`config.mk`:
```
export PLATFORM = sky130hd
export DESIGN_NAME = orange_stage_pc_mem_mdr_sp
export DESIGN_NICKNAME = d
export VERILOG_FILES = /design/src/rtl/orange_stage_pc_mem_mdr_sp.sv
export SDC_FILE = /design/constraint.sdc
export NUM_CORES = 1
export LEC_CHECK = 0
export BUFFER_PORTS_ARGS = -buffer_cell sky130_fd_sc_hd__clkbuf_2
export CAP_MARGIN = 10
export CELL_PAD_IN_SITES_DETAIL_PLACEMENT = 1
export CELL_PAD_IN_SITES_GLOBAL_PLACEMENT = 2
export CORE_ASPECT_RATIO = 1.25
export CORE_UTILIZATION = 29
export CTS_BUF_LIST = sky130_fd_sc_hd__clkbuf_8
export DETAILED_ROUTE_END_ITERATION = 8
export PLACE_DENSITY = 0.82
export RECOVER_POWER = 25
export SLEW_MARGIN = 30
export SYNTH_ARGS = -nofsm -noshare
export SYNTH_HDL_FRONTEND = slang
export SYNTH_SLANG_ARGS = --single-unit
export TNS_END_PERCENT = 30
```
`constraint.sdc`:
```
create_clock -name CLK -period 3.51 [get_ports CLK]
set_clock_uncertainty 0.2 [all_clocks]
set_input_delay 0.702 -clock CLK [delete_from_list [all_inputs] [get_ports CLK]]
set_output_delay 0.702 -clock CLK [all_outputs]
set_load 0.01 [all_outputs]
```
`src/rtl/orange_stage_pc_mem_mdr_sp.sv`:
```
// Purpose: PC/SP/IR/MDR stage of the multicycle accumulator CPU, with a
//          handshaked memory access FSM (IDLE -> BUSY -> DONE) and a timeout.
// Ports:
//   CLK, Reset                      clock (rising edge), async active-high reset
//   ALUOutIn, BranchIn, RegBIn      upstream data: address/SP value, next PC, store data
//   ShouldBranch                    upstream branch condition
//   PCWrite, PCWriteCond, SPWrite   register load controls
//   IorD, MemRead, MemWrite, IRWrite  memory access controls (sampled in IDLE)
//   ErrClr                          clears the sticky MemErr flag
//   MemAddr, MemWData, MemReq, MemWe  memory request side
//   MemAck, MemRData                memory response side
//   PCOut, SPOut, IROut, MDROut     architectural registers
//   MemBusy, MemDone, MemErr        access status
module orange_stage_pc_mem_mdr_sp #(
    parameter logic [15:0] PC_RESET = 16'h0000,
    parameter logic [15:0] SP_RESET = 16'hFFFE,
    parameter int unsigned TIMEOUT  = 15
) (
    input  logic        CLK,
    input  logic        Reset,
    input  logic [15:0] ALUOutIn,
    input  logic [15:0] BranchIn,
    input  logic        ShouldBranch,
    input  logic [15:0] RegBIn,
    input  logic        PCWrite,
    input  logic        PCWriteCond,
    input  logic        SPWrite,
    input  logic        IorD,
    input  logic        MemRead,
    input  logic        MemWrite,
    input  logic        IRWrite,
    input  logic        ErrClr,
    output logic [15:0] MemAddr,
    output logic [15:0] MemWData,
    output logic        MemReq,
    output logic        MemWe,
    input  logic        MemAck,
    input  logic [15:0] MemRData,
    output logic [15:0] PCOut,
    output logic [15:0] SPOut,
    output logic [15:0] IROut,
    output logic [15:0] MDROut,
    output logic        MemBusy,
    output logic        MemDone,
    output logic        MemErr
);

    localparam int unsigned      CNT_W    = 8;
    localparam logic [CNT_W-1:0] CNT_LAST = CNT_W'(TIMEOUT - 1);

    localparam logic [1:0] ST_IDLE = 2'd0;
    localparam logic [1:0] ST_BUSY = 2'd1;
    localparam logic [1:0] ST_DONE = 2'd2;

    logic [1:0]       state_q, state_d;
    logic [15:0]      pc_q, pc_d;
    logic [15:0]      sp_q, sp_d;
    logic [15:0]      ir_q, ir_d;
    logic [15:0]      mdr_q, mdr_d;
    logic [15:0]      addr_q, addr_d;
    logic [15:0]      wdata_q, wdata_d;
    logic             we_q, we_d;
    logic             req_q, req_d;
    logic             done_q, done_d;
    logic             err_q, err_d;
    logic             irw_q, irw_d;
    logic [CNT_W-1:0] cnt_q, cnt_d;

    // State register
    always_ff @(posedge CLK or posedge Reset) begin
        if (Reset) begin
            state_q <= ST_IDLE;
            pc_q    <= PC_RESET;
            sp_q    <= SP_RESET;
            ir_q    <= 16'h0000;
            mdr_q   <= 16'h0000;
            addr_q  <= 16'h0000;
            wdata_q <= 16'h0000;
            we_q    <= 1'b0;
            req_q   <= 1'b0;
            done_q  <= 1'b0;
            err_q   <= 1'b0;
            irw_q   <= 1'b0;
            cnt_q   <= '0;
        end else begin
            state_q <= state_d;
            pc_q    <= pc_d;
            sp_q    <= sp_d;
            ir_q    <= ir_d;
            mdr_q   <= mdr_d;
            addr_q  <= addr_d;
            wdata_q <= wdata_d;
            we_q    <= we_d;
            req_q   <= req_d;
            done_q  <= done_d;
            err_q   <= err_d;
            irw_q   <= irw_d;
            cnt_q   <= cnt_d;
        end
    end

    // Next-state and register update logic
    always_comb begin
        state_d = state_q;
        pc_d    = pc_q;
        sp_d    = sp_q;
        ir_d    = ir_q;
        mdr_d   = mdr_q;
        addr_d  = addr_q;
        wdata_d = wdata_q;
        we_d    = we_q;
        req_d   = req_q;
        done_d  = 1'b0;
        err_d   = err_q;
        irw_d   = irw_q;
        cnt_d   = cnt_q;

        // PC is frozen while an access is in flight so the fetch address stays coherent
        if ((PCWrite | (PCWriteCond & ShouldBranch)) & ~req_q) begin
            pc_d = BranchIn;
        end

        if (SPWrite) begin
            sp_d = ALUOutIn;
        end

        // Clear first so any set condition below overrides it
        if (ErrClr) begin
            err_d = 1'b0;
        end

        case (state_q)
            ST_IDLE: begin
                if (MemRead & MemWrite) begin
                    err_d = 1'b1;
                end else if (MemRead ^ MemWrite) begin
                    addr_d  = IorD ? ALUOutIn : pc_q;
                    wdata_d = RegBIn;
                    we_d    = MemWrite;
                    irw_d   = IRWrite & MemRead;
                    cnt_d   = '0;
                    req_d   = 1'b1;
                    state_d = ST_BUSY;
                end
            end
            ST_BUSY: begin
                cnt_d = cnt_q + CNT_W'(1);
                // An ack in the final allowed cycle takes priority over the timeout
                if (MemAck) begin
                    if (!we_q) begin
                        mdr_d = MemRData;
                        if (irw_q) begin
                            ir_d = MemRData;
                        end
                    end
                    req_d   = 1'b0;
                    done_d  = 1'b1;
                    state_d = ST_DONE;
                end else if (cnt_q == CNT_LAST) begin
                    err_d   = 1'b1;
                    req_d   = 1'b0;
                    done_d  = 1'b1;
                    state_d = ST_DONE;
                end
            end
            ST_DONE: begin
                state_d = ST_IDLE;
            end
            default: begin
                req_d   = 1'b0;
                state_d = ST_IDLE;
            end
        endcase
    end

    assign MemAddr  = addr_q;
    assign MemWData = wdata_q;
    assign MemReq   = req_q;
    assign MemWe    = we_q;
    assign PCOut    = pc_q;
    assign SPOut    = sp_q;
    assign IROut    = ir_q;
    assign MDROut   = mdr_q;
    assign MemBusy  = req_q;
    assign MemDone  = done_q;
    assign MemErr   = err_q;

endmodule

```
; Word level (Yosys, flattened, before mapping)
; Index checks and enable logic that the tools add are counted.
[totals]
elab_cells = 60
reg_bits = 111
out_inout_bits = 101
[op_classes]
eq_ne = 6
addsub = 1
mux = 22
n_reduce_logical = 8
bitwise = 10
[op_table]
columns = op, count
row1 = two-way mux 16 bit, 1
row2 = two-way mux 8 bit, 2
row3 = case mux 8 bit (2 select lines), 1
row4 = AND reduction 3 bit, 4
row5 = two-way mux 1 bit, 11
row6 = "adder 8 x 1 -> 8 bit, second input constant", 1
row7 = "equality test 8 x 4 -> 1 bit, second input constant", 1
row8 = two-way mux 2 bit, 4
row9 = AND reduction 4 bit, 2
row10 = bitwise AND 1 bit, 4
row11 = "!= test 2 bit, second input constant", 2
row12 = NOT 1 bit, 4
row13 = case mux 2 bit (2 select lines), 1
row14 = "!= test 3 bit, second input constant", 1
row15 = case mux 1 bit (3 select lines), 1
row16 = "equality test 2 x 1 -> 1 bit, second input constant", 1
row17 = "equality test 2 bit, second input constant", 1
row18 = logical NOT 2 bit, 1
row19 = case mux 1 bit (2 select lines), 1
row20 = nonzero test 2 bit, 1
row21 = OR 1 bit, 1
row22 = XOR 1 bit, 1

; Logic depth before layout (Yosys ltp)
[logic_depth]
word_depth = 4
ltp_mapped = 8
ltp_nobuf = 6

; Worst setup path after synthesis
; OpenSTA, ideal clock, no wires.
[synth_timing]
path_type = input-to-reg
from = input port MemRead
to = register wdata_q[10], in the netlist MemWData[10]
t_required_ns = 3.185
path_slack_ns = 1.171
cell_stages = 7
arrival_time_ns = 2.014
path_buffers = 3
setup_time_ns = 0.125
path_cell_list = ha_1 nor2b_1 buf_2 and2_1 clkbuf_1 buf_2 mux2_2
[synth_via]
elab_chain_cells = 3
word_cells_on_any_way = 4
classes_between = 3 x bitwise / 1 x reduce/logical
[synth_lines]
columns = element, line_no
row1 = from (decl), 29  ; input logic MemRead,
row2 = bitwise AND 1 bit, 134  ; if (MemRead & MemWrite) begin
row3 = NOT 1 bit (no line), -
row4 = AND reduction 3 bit (no line) *, -
row5 = to (signal assigned), 92  ; wdata_q <= wdata_d;
row6 = to (decl), 61  ; logic [15:0] wdata_q, wdata_d;
; Every way passes the cells marked *; elsewhere a longest branch is shown, timed or not.
; A chain may end at the register's enable or synchronous reset.

; Worst setup path after layout
[layout_timing]
from = input port MemRead
to = register addr_q[3], in the netlist MemAddr[3]
[layout_via]
elab_chain_cells = 3
word_cells_on_any_way = 4
classes_between = 3 x bitwise / 1 x reduce/logical
[layout_lines]
columns = element, line_no
row1 = bitwise AND 1 bit, 134
row2 = NOT 1 bit (no line), -
row3 = AND reduction 3 bit (no line) *, -
row4 = to (signal assigned), 91  ; addr_q <= addr_d;
row5 = to (decl), 60  ; logic [15:0] addr_q, addr_d;
; Marked as above.

==> metrics.txt <==
outcome completed; placed instance area between 5000 and 6000 um2; share of cells above drive strength 1 roughly three fifths; IO Pins 177; Netlist cell types 34; Buffers on Ports around 180; Post-Synthesis Cell Area ~4500 um2; P&R area growth vs syn 28.84%; Primary FF master, synth dfrtp_1; max-slew violation count 0; Tmin final about 2.4 ns; Final Instance Area slightly below 6000 um2; Synth Area in Compound Gates 4.176%; setup-violating endpoint count in the final report 0; hold_buf cts 0; all-layer global routing usage around 14%; Power, Total between 4 and 5 mW; Simple-Gate Fraction of Synth Area slightly above 5%; critical path class input port to flop; dpl hpwl roughly 8300 um; Num CTS Buffers 9; Max Root-Sink Buffers 2; post-route insts no fill roughly 710; commonest non-fill, non-tap cell in the layout clkbuf_2; DRC 0; Ant. Diodes 0; Placed Instances between 600 and 700; Final ANT Viol Nets 0; Via Count 3183; Peak VDD IR 0.2959 mV; FF+latch count, synth between 100 and 150; via-per-instance ratio 4.515; met1 WL 4487 um; met3 routed WL 650 um; unrepaired setup endpoints after global routing no; post-CTS sizing 0; largest net degree at the start of global routing between 50 and 60; CTS Sinks 111; Initial Util between 20% and 30%; number of synthesized flops with an enable pin 0; fmax 419.4 MHz; clock latency on the worst-skew pair roughly 0.38 ns; Power Dens Cells 788.4 nW/um2; FFs w/ async S/R, synth 100.0%; Setup crit start kind input port; mux cell area share after synthesis between 20% and 30%; height of the die roughly 140 um; Post-Synth XOR/XNOR Area less than 1%; CTS tree built; Leak around 2.9 nW; Final Wtd Congestion approximately 0.74; Initial DRT Pass Iterations 4; Setup Fix Bufs, Post-CTS 0; Setup TNS Final 0 ns; Routed WL per cell between 15 and 20 um; Core Area 15140 um2; layout net count roughly 570; width of the die between 100 and 150 um; leading cell types in the layout, fill and taps excluded clkbuf_2, dfrtp_1, mux2_2; met2 wire len 5676 um; Cells after Synth ~320; total gr overflow 0; Slew @ Worst Pin between 1 and 1.5 ns; hold slack 0.1866 ns; final hold vios 0; Worst EP required ~3.6 ns; Max FO, Critical Path 38; mean post-synth cell area 14.36 um2; CP Data Arrival Time 2.49 ns; Hold/Removal Path Class input port to async pin; first-pass GRT wire length approximately 18000 um; number of max-cap violations 0; synthesized-area fraction occupied by adder cells less than 1%; H-Tree Depth 3; final period utilization about two thirds; Die ar. ~16000 um2; antenna violations before repair 0; register area share after synthesis about three fifths; Clock Pin Slew Worst Setup and Hold Paths about 0.10 ns; vias in the first global route 3477; largest family of logic cells by synthesized area multiplexers; Top Layer Used met4; number of fill cells in the layout 1699; Post-Syn Nets 394; normalized max-slew margin a little under an eighth; clk root buf clkbuf_8; CP Capture Type flop; Yosys Warn Count 0; final WL 11020 um; row cnt 50; DRT iter0 DRCs just under 100
[cells in the mapped netlist (2+ instances only)]
cell,instances,share of area (%)
mux2_2,71,18
mux2i_1,16,3.5
buf_2,7,0.77
and3_1,3,0.41
o211ai_1,5,0.83
clkbuf_1,4,0.33
inv_1,6,0.50
nor2_1,23,1.9
dfrtp_1,96,53
ha_1,3,0.83
buf_1,2,0.17
nand3_1,2,0.22
xor2_1,5,0.97
mux2_4,10,3.3
nand2_1,2,0.17
dfstp_2,15,8.7
a21oi_1,19,2.1
nor2b_1,3,0.41
buf_4,3,0.50
o21ai_0,6,0.66
[power breakdown]
part	switching, mW	internal [mW]	total (mW)
clock network	0.437	0.354	0.791
registers	0.347	1.80	2.15
logic	0.814	0.839	1.65
[state kept, by name, indices dropped and copies added (netlist names)]
name,cells
IROut,16
MDROut,16
MemAddr,16
MemWData,16
PCOut,16
SPOut,16
cnt_q,8
state_q,2
MemBusy,1
MemDone,1
MemErr,1
MemWe,1
irw_q,1
[cells by family after synthesis]
group,after synthesis
xor gates and xnor gates,5
muxes,97
buffers and inverters,23
and+or+nand+nor,43
DFF,111
AOI/OAI and AO/OA,33
adders and majority gates,3
[through the flow]
step	setup WS, ns	utilization [%]
after floorplan	1.171	-
after global placement	0.8116	37.30
after detailed placement	0.7057	37.30
after CTS	1.141	38.64
after global routing	0.9084	38.50
final	1.125	38.50
[worst max-delay path, stage by stage]
cell      delay, ns
clkbuf_2       0.09
ha_1           0.26
nor2b_1        0.14
buf_4          0.17
and2_2         0.45
buf_4          0.43
nor2_1         0.08
a21oi_1        0.13
[worst paths after layout]
kind | from | depth (start not counted) | endpoint | slack [ns]
setup / recovery | MemRead | 8 | MemAddr[3] | 1.13
hold / removal | Reset | 2 | MDROut[3] | 0.19
setup reg to reg | state_q[0] | 5 | MemAddr[3] | 1.39
hold reg to reg | IROut[15] | 1 | IROut[15] | 0.31
max in group asynchronous | Reset | 3 | MemWData[2] | 1.22
min in group CLK | IROut[15] | 1 | IROut[15] | 0.31
[routing by layer]
layer | global-route usage, % | up-vias
li1 | - | 1448
met1 | 16.84 | 1603
met2 | 25.10 | 121
met3 | 2.947 | 11
met4 | 6.579 | 0
met5 | 0 | -
[final cells by class]
type,instances,area (um2),share of cell area [%]
multi-input cells,181,1618,27.75
well taps,208,260.3,4.464
clock buffers,10,137.6,2.361
repair buffers,183,927.1,15.90
flip-flops and latches,111,2796,47.97
inverters,6,23.77,0.4078
clock inverters,6,66.31,1.138
No activity file was read; power rests on OpenSTA's default activity.
